## src/rtl/obi_traffic_gen.sv

```systemverilog
// obi_traffic_gen
//   Single-port OBI manager that writes a pattern over an address window and
//   then reads the window back and verifies it. At most NumMaxTrans transfers
//   are outstanding at any time. Errors are counted in a saturating counter.
//
// Optional feature macro: OBI_TRAFFIC_GEN_RREADY_BP_EN
//   Defined   : rready_o follows bit 0 of a free-running 16-bit LFSR
//               (seed 16'hACE1), which back-pressures responses.
//   Undefined : rready_o is tied to 1.
//
// Ports
//   clk_i, rst_i       clock, synchronous active-high reset
//   start_i, num_req_i begin a run of num_req_i transfers per pass
//   busy_o, done_o     run status; done_o is held until the next start_i
//   err_cnt_o          saturating error count, cleared on start_i
//   req_o .. aid_o     OBI A channel (request side)
//   gnt_i              OBI grant
//   rvalid_i .. err_i  OBI R channel; rready_o is the response ready
//
// State   | meaning
// IDLE    | no run since reset
// WRITE   | issuing write transfers
// WDRAIN  | all writes issued, waiting for outstanding responses
// READ    | issuing read transfers
// RDRAIN  | all reads issued, waiting for outstanding responses
// DONE    | run complete, results held
module obi_traffic_gen #(
  parameter int unsigned          AddrWidth   = 32,
  parameter int unsigned          DataWidth   = 32,
  parameter int unsigned          IdWidth     = 5,
  parameter int unsigned          NumMaxTrans = 8,
  parameter logic [AddrWidth-1:0] MinAddr     = 32'h0000_0000,
  parameter logic [AddrWidth-1:0] MaxAddr     = 32'h0001_3000,
  parameter logic [31:0]          DataSeed    = 32'hA5A5_5A5A
) (
  input  logic                   clk_i,
  input  logic                   rst_i,
  input  logic                   start_i,
  input  logic [31:0]            num_req_i,
  output logic                   busy_o,
  output logic                   done_o,
  output logic [15:0]            err_cnt_o,
  output logic                   req_o,
  input  logic                   gnt_i,
  output logic [AddrWidth-1:0]   addr_o,
  output logic                   we_o,
  output logic [DataWidth/8-1:0] be_o,
  output logic [DataWidth-1:0]   wdata_o,
  output logic [IdWidth-1:0]     aid_o,
  input  logic                   rvalid_i,
  output logic                   rready_o,
  input  logic [DataWidth-1:0]   rdata_i,
  input  logic [IdWidth-1:0]     rid_i,
  input  logic                   err_i
);

  localparam int unsigned Step     = DataWidth / 8;
  localparam int unsigned PtrWidth = $clog2(NumMaxTrans);
  localparam int unsigned CntWidth = PtrWidth + 1;

  typedef enum logic [2:0] {
    IDLE, WRITE, WDRAIN, READ, RDRAIN, DONE
  } state_e;

  state_e                 state_q, state_d;
  logic [31:0]            num_req_q;
  logic [31:0]            issued_q, issued_d, issued_base;
  logic [31:0]            num_base;
  logic [AddrWidth-1:0]   addr_q, addr_d, addr_adv;
  logic [AddrWidth:0]     addr_sum;
  logic                   we_q;
  logic [DataWidth-1:0]   wdata_q;
  logic [IdWidth-1:0]     aid_q;
  logic                   req_q, req_d;
  logic [CntWidth-1:0]    outst_q, outst_d;
  logic [15:0]            err_cnt_q;

  logic [AddrWidth-1:0]   fifo_addr_q [NumMaxTrans];
  logic [IdWidth-1:0]     fifo_aid_q  [NumMaxTrans];
  logic [PtrWidth-1:0]    wr_ptr_q, rd_ptr_q;

  logic xfer, resp, pop, fifo_empty;
  logic load_run, load_read, issuing_d;
  logic active, rd_pass, err_hit;

  // Write pattern: zero-extended address XOR the seed replicated over the bus.
  function automatic logic [DataWidth-1:0] pattern(input logic [AddrWidth-1:0] a);
    logic [DataWidth-1:0] seed_rep;
    for (int i = 0; i < int'(DataWidth); i++) seed_rep[i] = DataSeed[i % 32];
    return DataWidth'(a) ^ seed_rep;
  endfunction

`ifdef OBI_TRAFFIC_GEN_RREADY_BP_EN
  logic [15:0] lfsr_q;
  always_ff @(posedge clk_i) begin
    if (rst_i) lfsr_q <= 16'hACE1;
    else       lfsr_q <= {lfsr_q[14:0], lfsr_q[15] ^ lfsr_q[13] ^ lfsr_q[12] ^ lfsr_q[10]};
  end
  assign rready_o = lfsr_q[0];
`else
  assign rready_o = 1'b1;
`endif

  assign xfer       = req_q & gnt_i;
  assign resp       = rvalid_i & rready_o;
  assign fifo_empty = (outst_q == '0);
  // A response with nothing outstanding is never popped; it only counts as an error.
  assign pop        = resp & ~fifo_empty;
  assign outst_d    = outst_q + CntWidth'(xfer) - CntWidth'(pop);
  assign issued_d   = issued_q + 32'(xfer);

  assign addr_sum = {1'b0, addr_q} + (AddrWidth+1)'(Step);
  assign addr_adv = (addr_sum >= {1'b0, MaxAddr}) ? MinAddr : addr_sum[AddrWidth-1:0];

  assign active  = (state_q == WRITE) || (state_q == WDRAIN) ||
                   (state_q == READ)  || (state_q == RDRAIN);
  assign rd_pass = (state_q == READ) || (state_q == RDRAIN);

  always_comb begin
    state_d   = state_q;
    load_run  = 1'b0;
    load_read = 1'b0;
    unique case (state_q)
      IDLE, DONE: begin
        if (start_i) begin
          load_run = 1'b1;
          state_d  = (num_req_i == '0) ? DONE : WRITE;
        end
      end
      WRITE:  if (issued_d == num_req_q) state_d = WDRAIN;
      WDRAIN: begin
        if (outst_d == '0) begin
          state_d   = READ;
          load_read = 1'b1;
        end
      end
      READ:   if (issued_d == num_req_q) state_d = RDRAIN;
      RDRAIN: if (outst_d == '0) state_d = DONE;
      default: state_d = IDLE;
    endcase
  end

  // Request is registered from next-cycle counts, so rvalid_i never reaches
  // req_o combinationally while a same-cycle response still frees a slot.
  always_comb begin
    issuing_d   = (state_d == WRITE) || (state_d == READ);
    issued_base = (load_run || load_read) ? '0 : issued_d;
    num_base    = load_run ? num_req_i : num_req_q;
    req_d       = issuing_d && (issued_base < num_base) &&
                  (outst_d < CntWidth'(NumMaxTrans));
    addr_d      = (load_run || load_read) ? MinAddr : (xfer ? addr_adv : addr_q);
  end

  always_comb begin
    err_hit = 1'b0;
    if (resp && active) begin
      if (fifo_empty) begin
        err_hit = 1'b1;
      end else begin
        err_hit = err_i || (rid_i != fifo_aid_q[rd_ptr_q]) ||
                  (rd_pass && (rdata_i != pattern(fifo_addr_q[rd_ptr_q])));
      end
    end
  end

  always_ff @(posedge clk_i) begin
    if (rst_i) begin
      state_q   <= IDLE;
      num_req_q <= '0;
      issued_q  <= '0;
      addr_q    <= MinAddr;
      we_q      <= 1'b0;
      wdata_q   <= '0;
      aid_q     <= '0;
      req_q     <= 1'b0;
      outst_q   <= '0;
      wr_ptr_q  <= '0;
      rd_ptr_q  <= '0;
      err_cnt_q <= '0;
    end else begin
      state_q  <= state_d;
      req_q    <= req_d;
      outst_q  <= outst_d;
      issued_q <= issued_base;
      aid_q    <= issued_base[IdWidth-1:0];
      addr_q   <= addr_d;
      if (load_run || load_read || xfer) wdata_q <= pattern(addr_d);
      if (load_run)  begin
        num_req_q <= num_req_i;
        we_q      <= 1'b1;
      end
      if (load_read) we_q <= 1'b0;
      if (xfer) wr_ptr_q <= wr_ptr_q + PtrWidth'(1);
      if (pop)  rd_ptr_q <= rd_ptr_q + PtrWidth'(1);
      if (load_run)                         err_cnt_q <= '0;
      else if (err_hit && err_cnt_q != '1)  err_cnt_q <= err_cnt_q + 16'd1;
    end
  end

  always_ff @(posedge clk_i) begin
    if (xfer) begin
      fifo_addr_q[wr_ptr_q] <= addr_q;
      fifo_aid_q[wr_ptr_q]  <= aid_q;
    end
  end

  assign busy_o    = active;
  assign done_o    = (state_q == DONE);
  assign err_cnt_o = err_cnt_q;
  assign req_o     = req_q;
  assign addr_o    = addr_q;
  assign we_o      = we_q;
  assign be_o      = '1;
  assign wdata_o   = wdata_q;
  assign aid_o     = aid_q;

endmodule

```

## config.mk

```make
export PLATFORM = sky130hd
export DESIGN_NAME = obi_traffic_gen
export DESIGN_NICKNAME = d
export VERILOG_FILES = /design/src/rtl/obi_traffic_gen.sv
export SDC_FILE = /design/constraint.sdc
export NUM_CORES = 1
export LEC_CHECK = 0
export CAP_MARGIN = 30
export CORE_ASPECT_RATIO = 1.75
export CORE_MARGIN = 2
export CORE_UTILIZATION = 30
export CTS_CLUSTER_DIAMETER = 120
export DETAILED_ROUTE_END_ITERATION = 10
export PLACE_DENSITY_LB_ADDON = 0.3
export SLEW_MARGIN = 20
export SYNTH_ARGS = -nofsm -noshare
export SYNTH_HDL_FRONTEND = slang
export SYNTH_SLANG_ARGS = --single-unit
```

## constraint.sdc

```tcl
create_clock -name clk_i -period 13.4 [get_ports clk_i]
set_clock_uncertainty 0.05 [all_clocks]
set_input_delay 3.35 -clock clk_i [delete_from_list [all_inputs] [get_ports clk_i]]
set_output_delay 3.35 -clock clk_i [all_outputs]
set_load 0.005 [all_outputs]
```

==> impl_metrics.env, run 1 <==
export IMPL_synth_main_ff_cell="edfxtp_1"
export IMPL_yosys_area_top_type="edfxtp_1"
export IMPL_overflow=0
export IMPL_arrival_ns=8.55
export IMPL_power_density_nw_per_um2=143
export IMPL_grt_usage_pct=16.1
export IMPL_layout_drive_gt1_share_pct=10.5
export IMPL_drc=0
export IMPL_die_area_um2=69900
export IMPL_die_h_um=348
export IMPL_ant_nets=0
export IMPL_grt_max_degree=72
export IMPL_rsz0062_at_grt="no"
export IMPL_vias=13200
export IMPL_grt_pass1_wl_um=84800
export IMPL_yosys_top_cells_area="edfxtp_1 44%, dfxtp_1 16%, mux4_2 6.4%"
export IMPL_dr_pass1_iters=5
export IMPL_cap_violations=0
export IMPL_crit_fanout=20
export IMPL_min_period_ns=8.14
export IMPL_clkTransAtPathRegs_ns=0.06
export IMPL_drt_iter0_drc=802
export IMPL_routed_wl_um=57100
export IMPL_p_leak_nw=8.14
export IMPL_nNetsFinal=1836
export IMPL_io_pins=169
export IMPL_vias_per_cell=4.98
export IMPL_min_period_over_period_pct=60.8
export IMPL_status="finished clean"
export IMPL_synth_top_cell_area_share_pct=43.7
export IMPL_hold_buffers=0
export IMPL_final_max_slew_viol_count=0
export IMPL_place_congestion=0.896
export IMPL_cts_sinks=458
export IMPL_post_cts_repair_setup_buffers=0
export IMPL_htree_levels=2
export IMPL_cts_root_buf="clkbuf_16"
export IMPL_numCtsBuffers=44
export IMPL_worstSetupPathType="input pin to flop"
export IMPL_worst_slew_pin_slew_ns=0.875
export IMPL_max_freq_mhz=123
export IMPL_synth_edf_count=296
export IMPL_syn_area_per_cell_um2=13.0
export IMPL_coreArea_um2=67300
export IMPL_dpl_hpwl_um=39100
export IMPL_stdcell_area_um2=24500
export IMPL_antenna_found_initial=0
export IMPL_synthArstFlopShare_pct=0
export IMPL_syn_instance_count=1564
export IMPL_fin_setup_tns_ns=0
export IMPL_die_width_um=201
export IMPL_clock_tree_buffer_depth=3
export IMPL_hold_path_class="flop to flop"
export IMPL_initial_core_util_pct=30.2
export IMPL_cp_data_required_time_ns=13.80
export IMPL_crit_path_start_kind="input pin"
export IMPL_relSlewSlack_pct=41.6
export IMPL_ys_ff_latch=458
export IMPL_dpl_instance_area_um2=22900
export IMPL_io_buffer_count=163
export IMPL_syn_area_um2=20300
export IMPL_critPathCaptureType="flop"
export IMPL_synth_cell_type_count=72
export IMPL_grt_pass1_vias=13500
export IMPL_syn_to_final_growth_pct=20.4
export IMPL_synth_seq_area_share_pct=59.7
export IMPL_worstSkewPairLatency_ns=0.58
export IMPL_num_rows=126
export IMPL_yosysWarnings=0
export IMPL_wl_per_cell_um=21.5
export IMPL_cts_resized=0
export IMPL_vdd_ir_drop_worst_mv=0.0854
export IMPL_cts_tree="yes"
export IMPL_setup_viol=0
export IMPL_hold_violations=0
export IMPL_antenna_cells=0
[worst max-delay path, cell delays in order]
cell and delay (ns):
clkdlybuf4s50_1 0.46, nand2_1 0.43, inv_1 0.77, ha_1 0.34
ha_1 0.25, and4_1 0.29, nand2_1 0.28, nor3_1 0.60
nand2_1 0.21, xnor2_1 0.30, nor2_1 0.08, ha_1 0.32
nand4_1 0.08, or3_1 0.39, o2111a_1 0.25, o311a_1 0.12
[cells in the final DEF (no fill, tap or decap), types with 14 or more instances in the layout]
cell	count
edfxtp_1	296
nor2_1	183
clkdlybuf4s50_1	162
dfxtp_1	159
mux2i_1	96
xnor2_1	70
nand2_1	64
mux4_2	58
xor2_1	49
clkbuf_16	47
a21oi_1	44
ha_1	42
and2_1	37
nand3_1	33
nand4_1	32
nor4_1	28
and3_1	25
nor3_1	25
buf_4	24
inv_1	19
o21ai_0	18
a21o_1	15
a22oi_1	14
[report_power, final]
group | total [mW] | switching [mW] | internal (mW)
combinational | 0.555 | 0.266 | 0.289
sequential | 1.61 | 0.0730 | 1.53
clock | 1.33 | 0.558 | 0.768
[routing by layer]
layer  global-route usage, %  part of all wire [%]  vias to the layer above
met5                       0                     0                        -
met4                    6.62                   3.9                        0
met3                    2.06                   3.8                       83
met2                    30.8                    54                      324
met1                    17.8                    38                     6622
li1                        -                     -                     6181
[state kept, by name, indices dropped and copies added, names as in the netlist, named ones only]
name,cells
fifo_addr_q,256
fifo_aid_q,40
addr_o,32
issued_q,32
num_req_q,32
wdata_o,32
err_cnt_o,16
outst_q,4
rd_ptr_q,3
state_q,3
wr_ptr_q,3
req_o,1
we_o,1
[cell families after synthesis]
| kind of cell | after synthesis | share of synthesized area [%] |
|---|---|---|
| AND/OR/NAND/NOR | 507 | 12.5 |
| flip-flops | 458 | 59.7 |
| AO/OA/AOI/OAI | 173 | 5.93 |
| adder cells (fa/ha/maj) | 43 | 2.68 |
| buffers and inverters | 103 | 2.40 |
| other | 1 | 0.0185 |
| multiplexers | 158 | 11.4 |
| XOR/XNOR | 121 | 5.35 |
[cells in the mapped netlist (all sizes together) (5+ instances only)]
cell type	number
nor2	187
edfxtp	296
mux4	58
and2	37
o21bai	6
dfxtp	162
nor2b	12
xor2	49
a21oi	44
a31oi	5
nand2b	10
a22oi	14
o21ai	18
nor3b	5
nand2	64
a22o	8
and4	9
a21o	15
inv	19
nor4	29
nor3	33
or3	10
or4	13
and3	25
nand3	34
ha	42
xnor2	70
o31ai	13
nand4	34
mux2i	96
a211oi	8
clkbuf	40
buf	44
[through the flow]
step	util [%]	std cells	setup slack [ns]	hold WS (ns)	total power, mW
2_1_floorplan	-	1568	5.59	0.405	2.03
3_3_place_gp	34.0	2567	4.61	0.392	2.20
3_5_place_dp	34.0	2567	4.47	0.401	2.21
4_1_cts	36.3	2649	5.06	0.417	3.54
5_1_grt	36.3	2650	4.94	0.446	3.63
6_report	36.3	2650	5.26	0.414	3.49
[path summary, 6_finish.rpt]
path | from | endpoint | slack, ns | cells after the start
min reg2reg | wdata_o[30]$_SDFFE_PP0P_ | wdata_o[30]$_SDFFE_PP0P_ | 0.41 | 1
min | wdata_o[30]$_SDFFE_PP0P_ | wdata_o[30]$_SDFFE_PP0P_ | 0.41 | 1
max | gnt_i | req_o$_SDFF_PP0_ | 5.26 | 16
max reg2reg | outst_q[2]$_SDFF_PP0_ | req_o$_SDFF_PP0_ | 8.10 | 19
[cell type report]
class / instances / area, um^2
fillers: 6536 / 42900
multi-input cells: 1007 / 7770
inverters: 19 / 71.3
flip-flops and latches: 458 / 12100
repair buffers: 188 / 1810
well taps: 896 / 1120
clock buffers: 51 / 1210
clock inverters: 31 / 327
(Power assumes the default switching activity.)
==> inputs of run 2 (changes only) <==
==> constraint.sdc (replaced) <==
create_clock -name clk_i -period 6.8 [get_ports clk_i]
set_clock_uncertainty 0.05 [all_clocks]
set_input_delay 1.7 -clock clk_i [delete_from_list [all_inputs] [get_ports clk_i]]
set_output_delay 1.7 -clock clk_i [all_outputs]
set_load 0.005 [all_outputs]
==> run 2 against run 1 <==
Against the previous run: combinational power grew 100%; setup slack got worse by 4.2 ns; first-iteration DRC count grew 4.9%; flip-flop and latch count did not move; core utilization hardly changed; global-route usage is essentially flat; register-to-register slack lost 6.1 ns; die area unchanged; wire length is 0.35% lower; via count up 0.78%; sequential power grew 96%; worst hold slack lost 0.0082 ns; highest routed layer unchanged.
==> impl_metrics.env, run 2 (synthesis results as in run 1) <==
export IMPL_ant_nets=0
export IMPL_final_max_slew_viol_count=0
export IMPL_overflow=0
export IMPL_hold_buffers=0
export IMPL_antenna_found_initial=0
export IMPL_cts_resized=0
export IMPL_drc=0
export IMPL_place_congestion=0.909
export IMPL_coreArea_um2=67300
export IMPL_critPathCaptureType="flop"
export IMPL_vias=13300
export IMPL_switching_share_pct=25.7
export IMPL_crit_path_start_kind="input pin"
export IMPL_grt_pass1_vias=13600
export IMPL_setup_viol=0
export IMPL_p_int_mw=5.03
export IMPL_worstRegToRegCells=22
export IMPL_layout_drive_gt1_share_pct=10.6
export IMPL_top_regs="fifo_addr_q x256, fifo_aid_q x40"
export IMPL_stdcell_count=2660
export IMPL_seq_power_share_pct=46.6
export IMPL_clkTransAtPathRegs_ns=0.06
export IMPL_grt_usage_pct=16.1
export IMPL_min_period_ns=5.78
export IMPL_htree_levels=2
export IMPL_dpl_instance_area_um2=23000
export IMPL_die_width_um=201
export IMPL_worstHoldPathCells=1
export IMPL_routed_wl_um=56900
export IMPL_clock_tree_buffer_depth=3
export IMPL_dr_pass1_iters=5
export IMPL_crit_fanout=26
export IMPL_wl_per_cell_um=21.4
export IMPL_grt_pass1_wl_um=85100
export IMPL_fin_setup_tns_ns=0
export IMPL_ff_latch_area_um2=12100
export IMPL_cap_violations=0
export IMPL_initial_core_util_pct=30.2
export IMPL_min_period_over_period_pct=85.0
export IMPL_worst_slew_pin_slew_ns=0.847
export IMPL_top_register="fifo_addr_q"
export IMPL_io_buffer_count=163
export IMPL_antenna_cells=0
export IMPL_cp_data_required_time_ns=7.26
export IMPL_die_h_um=348
export IMPL_vdd_ir_drop_worst_mv=0.206
export IMPL_p_clk_share_pct=37.0
export IMPL_fill_cells=6483
export IMPL_dpl_hpwl_um=40600
export IMPL_rsz0062_at_grt="no"
export IMPL_post_cts_repair_setup_buffers=0
export IMPL_cts_sinks=458
export IMPL_stdcell_area_um2=24500
export IMPL_largest_reg_flops=256
export IMPL_syn_to_final_growth_pct=20.5
export IMPL_comb_power_share_pct=16.3
export IMPL_hold_path_class="flop to flop"
export IMPL_status="finished clean"
export IMPL_final_common_cell="edfxtp_1"
export IMPL_hold_violations=0
export IMPL_cts_tree="yes"
export IMPL_p_leak_nw=8.15
export IMPL_switchingPower_mw=1.74
export IMPL_worstSetupPathType="input pin to flop"
export IMPL_relSlewSlack_pct=43.3
export IMPL_worstSkewPairLatency_ns=0.58
export IMPL_holdWs_ns=0.406
export IMPL_numCtsBuffers=45
export IMPL_drt_iter0_drc=841
export IMPL_die_area_um2=69900
export IMPL_vias_per_cell=5.00
export IMPL_place_inst=2576
export IMPL_nNetsFinal=1845
export IMPL_io_pins=169
export IMPL_cts_root_buf="clkbuf_16"
export IMPL_num_rows=126
export IMPL_multi_input_area_um2=7780
export IMPL_grt_max_degree=47
export IMPL_max_freq_mhz=173
export IMPL_arrival_ns=6.24
export IMPL_power_density_nw_per_um2=277
export IMPL_layout_common_cells="296 x edfxtp_1, 183 x nor2_1, 162 x clkdlybuf4s50_1, 159 x dfxtp_1, 96 x mux2i_1"
-- run 2: cell types whose count changed in the layout (fill, tap and decap cells not counted), moves of 2 or more --
cell and delta:
buf_12 +2, buf_4 +7, bufinv_16 -3, clkbuf_1 +14, clkbuf_16 -2, clkbuf_8 +5, clkinv_1 -6, clkinv_2 -4
clkinv_4 -2
-- run 2: worst max-delay path, cell delays in order --
cell and delay, ns:
clkdlybuf4s50_1 0.47, nand2_1 0.35, xnor2_1 0.30, ha_1 0.20, inv_1 0.06, fa_1 0.37
xor2_1 0.18, nand3b_1 0.12, nor4_1 0.28, buf_4 0.20, or2_2 0.19, buf_4 0.32
nor2_1 0.10, ha_1 0.32, a21o_1 0.16, a21o_1 0.17, a21oi_1 0.13, o21ai_0 0.12
a21oi_1 0.27, o311a_1 0.21
-- run 2: worst paths after layout --
| path | start | end | slack, ns |
|---|---|---|---|
| worst min-delay path | wdata_o[27]$_SDFFE_PP0P_ | wdata_o[27]$_SDFFE_PP0P_ | 0.41 |
| worst max register to register | outst_q[2]$_SDFF_PP0_ | req_o$_SDFF_PP0_ | 2.02 |
| worst max-delay path | gnt_i | req_o$_SDFF_PP0_ | 1.02 |
| worst min register to register | wdata_o[27]$_SDFFE_PP0P_ | wdata_o[27]$_SDFFE_PP0P_ | 0.41 |
-- run 2: power groups by stage --
stage | Combinational [mW] | Clock [mW] | Sequential, mW
2_1_floorplan | 0.879 | 0 | 3.12
6_report | 1.11 | 2.51 | 3.16
4_1_cts | 1.13 | 2.57 | 3.17
3_5_place_dp | 1.13 | 0 | 3.23
5_1_grt | 1.21 | 2.67 | 3.18
3_3_place_gp | 1.12 | 0 | 3.22
-- run 2: stage by stage --
stage,worst slack [ns],total power [mW],util [%]
6_report,1.02,6.77,36.4
5_1_grt,0.702,7.06,36.4
4_1_cts,1.00,6.87,36.4
3_5_place_dp,0.417,4.36,34.2
3_3_place_gp,0.455,4.34,34.2
2_1_floorplan,0.636,4.00,-
-- run 2: area by class of cell --
| type | count | share of cell area [%] |
|---|---|---|
| clock buffer | 68 | 5.24 |
| clock inverter | 16 | 0.761 |
| inverter | 19 | 0.291 |
| multi-input combinational | 1007 | 31.8 |
| sequential | 458 | 49.6 |
| tap | 896 | 4.58 |
| timing repair buffer | 196 | 7.76 |
-- run 2: routing by layer --
layer	vias to the layer above	global-route usage (%)	share of wire, %
met5	-	0	0
met4	0	5.55	3.0
met3	101	2.32	4.3
met2	368	31.1	55
met1	6645	17.7	37
li1	6199	-	-
==> inputs of run 3 (changes only) <==
==> constraint.sdc (replaced) <==
create_clock -name clk_i -period 5.4 [get_ports clk_i]
set_clock_uncertainty 0.05 [all_clocks]
set_input_delay 1.35 -clock clk_i [delete_from_list [all_inputs] [get_ports clk_i]]
set_output_delay 1.35 -clock clk_i [all_outputs]
set_load 0.005 [all_outputs]
==> run 3 against run 2 <==
Against the previous run: wire length increased by 0.71%; design area increased by 1.7%; power increased by 27%; clock-buffer cell count decreased by 9; global-route usage increased by 0.27 points; worst hold slack improved by 0.0044 ns; die area unchanged.
==> impl_metrics.env, run 3 (synthesis results as in run 1) <==
export IMPL_final_common_cell="edfxtp_1"
export IMPL_switchingPower_mw=2.23
export IMPL_routed_wl_um=57300
export IMPL_vdd_ir_drop_worst_mv=0.191
export IMPL_post_cts_repair_setup_buffers=0
export IMPL_regToRegSetupSlack_ns=0.85
export IMPL_use_met3_pct=2.60
export IMPL_place_congestion=0.891
export IMPL_drc=0
export IMPL_ant_nets=0
export IMPL_crit_path_start_kind="input pin"
export IMPL_cts_tree="yes"
export IMPL_coreArea_um2=67300
export IMPL_cts_root_buf="clkbuf_16"
export IMPL_use_met1_pct=17.3
export IMPL_reg2reg_from="outst_q[2]$_SDFF_PP0_"
export IMPL_grt_usage_pct=16.3
export IMPL_grt_pass1_vias=14100
export IMPL_cts_sinks=458
export IMPL_clkTransAtPathRegs_ns=0.07
export IMPL_min_from="wdata_o[27]$_SDFFE_PP0P_"
export IMPL_top_register="fifo_addr_q"
export IMPL_hold_path_endpoint="wdata_o[27]$_SDFFE_PP0P_"
export IMPL_cap_violations=0
export IMPL_layout_common_cells="296 x edfxtp_1, 183 x nor2_1, 162 x clkdlybuf4s50_1, 159 x dfxtp_1, 96 x mux2i_1"
export IMPL_p_leak_nw=8.41
export IMPL_final_max_slew_viol_count=0
export IMPL_min_period_over_period_pct=94.5
export IMPL_crit_fanout=13
export IMPL_worstHoldPathCells=1
export IMPL_seq_power_share_pct=46.1
export IMPL_top_regs="fifo_addr_q x256, fifo_aid_q x40"
export IMPL_switching_share_pct=25.9
export IMPL_holdWs_ns=0.410
export IMPL_die_area_um2=69900
export IMPL_syn_to_final_growth_pct=22.5
export IMPL_relSlewSlack_pct=40.7
export IMPL_clock_tree_buffer_depth=3
export IMPL_htree_levels=2
export IMPL_wl_per_cell_um=21.1
export IMPL_io_pins=169
export IMPL_power_density_nw_per_um2=346
export IMPL_overflow=0
export IMPL_dpl_hpwl_um=40800
export IMPL_stdcell_area_um2=24900
export IMPL_arrival_ns=5.57
export IMPL_initial_core_util_pct=30.2
export IMPL_busiest_layer="met2"
export IMPL_num_rows=126
export IMPL_max_freq_mhz=196
export IMPL_hold_path_class="flop to flop"
export IMPL_hold_violations=0
export IMPL_ff_latch_area_um2=12100
export IMPL_io_buffer_count=163
export IMPL_setup_viol=0
export IMPL_nNetsFinal=1895
export IMPL_comb_power_share_pct=17.2
export IMPL_status="finished clean"
export IMPL_worstSkewPairLatency_ns=0.57
export IMPL_largest_reg_flops=256
export IMPL_vias=13500
export IMPL_worstSetupPathType="input pin to flop"
export IMPL_die_h_um=348
export IMPL_worstRegToRegCells=21
export IMPL_dpl_instance_area_um2=23400
export IMPL_p_int_mw=6.39
export IMPL_layout_drive_gt1_share_pct=13.6
export IMPL_power_mw=8.62
export IMPL_vias_per_cell=4.98
export IMPL_p_clk_share_pct=36.7
export IMPL_cp_data_required_time_ns=5.87
export IMPL_die_width_um=201
export IMPL_critPathCaptureType="flop"
export IMPL_fill_cells=6533
export IMPL_min_period_ns=5.10
export IMPL_antenna_cells=0
export IMPL_dr_pass1_iters=5
export IMPL_use_met2_pct=31.5
export IMPL_rsz0062_at_grt="no"
export IMPL_worstReg2RegEnd="req_o$_SDFF_PP0_"
export IMPL_grt_pass1_wl_um=86200
export IMPL_drt_iter0_drc=600
export IMPL_antenna_found_initial=1
export IMPL_multi_input_area_um2=7790
export IMPL_numCtsBuffers=45
export IMPL_grt_max_degree=70
export IMPL_worst_slew_pin_slew_ns=0.886
## run 3: critical path, cell delays in order
cell	delay, ns
clkdlybuf4s50_1	0.51
nor2b_1	0.26
xnor2_1	0.15
ha_1	0.18
inv_1	0.06
fa_1	0.38
xor2_1	0.18
nand3b_1	0.13
nor4_2	0.35
or2_2	0.27
buf_4	0.25
buf_4	0.17
nor2_1	0.05
ha_1	0.33
a21o_1	0.18
a21o_1	0.17
a211oi_1	0.24
o2111a_1	0.21
o311a_1	0.16
## run 3: per-layer routing
| metal | vias to the layer above | routed length [um] |
|---|---|---|
| met5 | - | 12 |
| met4 | 2 | 2560 |
| met3 | 107 | 2690 |
| met2 | 345 | 31100 |
| li1 | 6292 | - |
| met1 | 6737 | 20900 |
## run 3: final cells by class
type,instances,share of cell area (%)
Timing Repair Buffer,246,9.19
Clock inverter,24,0.925
Inverter,19,0.287
Multi-Input combinational cell,1007,31.3
Sequential cell,458,48.8
Clock buffer,59,5.02
Tap cell,896,4.50
## run 3: stage by stage
step | std cells | TNS [ns] | setup slack, ns | util [%]
final | 2709 | 0 | 0.298 | 37.0
after floorplan | 1568 | 0 | 0.0216 | -
after global routing | 2709 | 0 | 0.0276 | 37.0
after global placement | 2626 | -0.347 | -0.330 | 34.8
after detailed placement | 2626 | -0.450 | -0.338 | 34.8
after CTS | 2709 | 0 | 0.245 | 37.0
## run 3: worst max-delay path by stage
stage	start	to	slack, ns
final	rvalid_i	req_o$_SDFF_PP0_	0.30
after global routing	rvalid_i	req_o$_SDFF_PP0_	0.03
after CTS	rvalid_i	req_o$_SDFF_PP0_	0.25
after detailed placement	rvalid_i	req_o$_SDFF_PP0_	-0.34
after global placement	rvalid_i	req_o$_SDFF_PP0_	-0.33
after floorplan	gnt_i	fifo_addr_q[4][0]$_DFFE_PP_	0.02
## run 3: what timing repair did
item / in CTS / in global routing
hold buffers: 0 / 0
endpoints found under the setup margin: 0 / 1
gates resized for setup: 0 / 1
## run 3: power by group through the flow
stage	clock network (mW)	logic, mW	registers, mW
global placement	0	1.49	4.06
floorplan	0	1.11	3.93
detailed placement	0	1.51	4.06
finish	3.16	1.48	3.97
global route	3.38	1.62	4.00
CTS	3.25	1.51	3.99
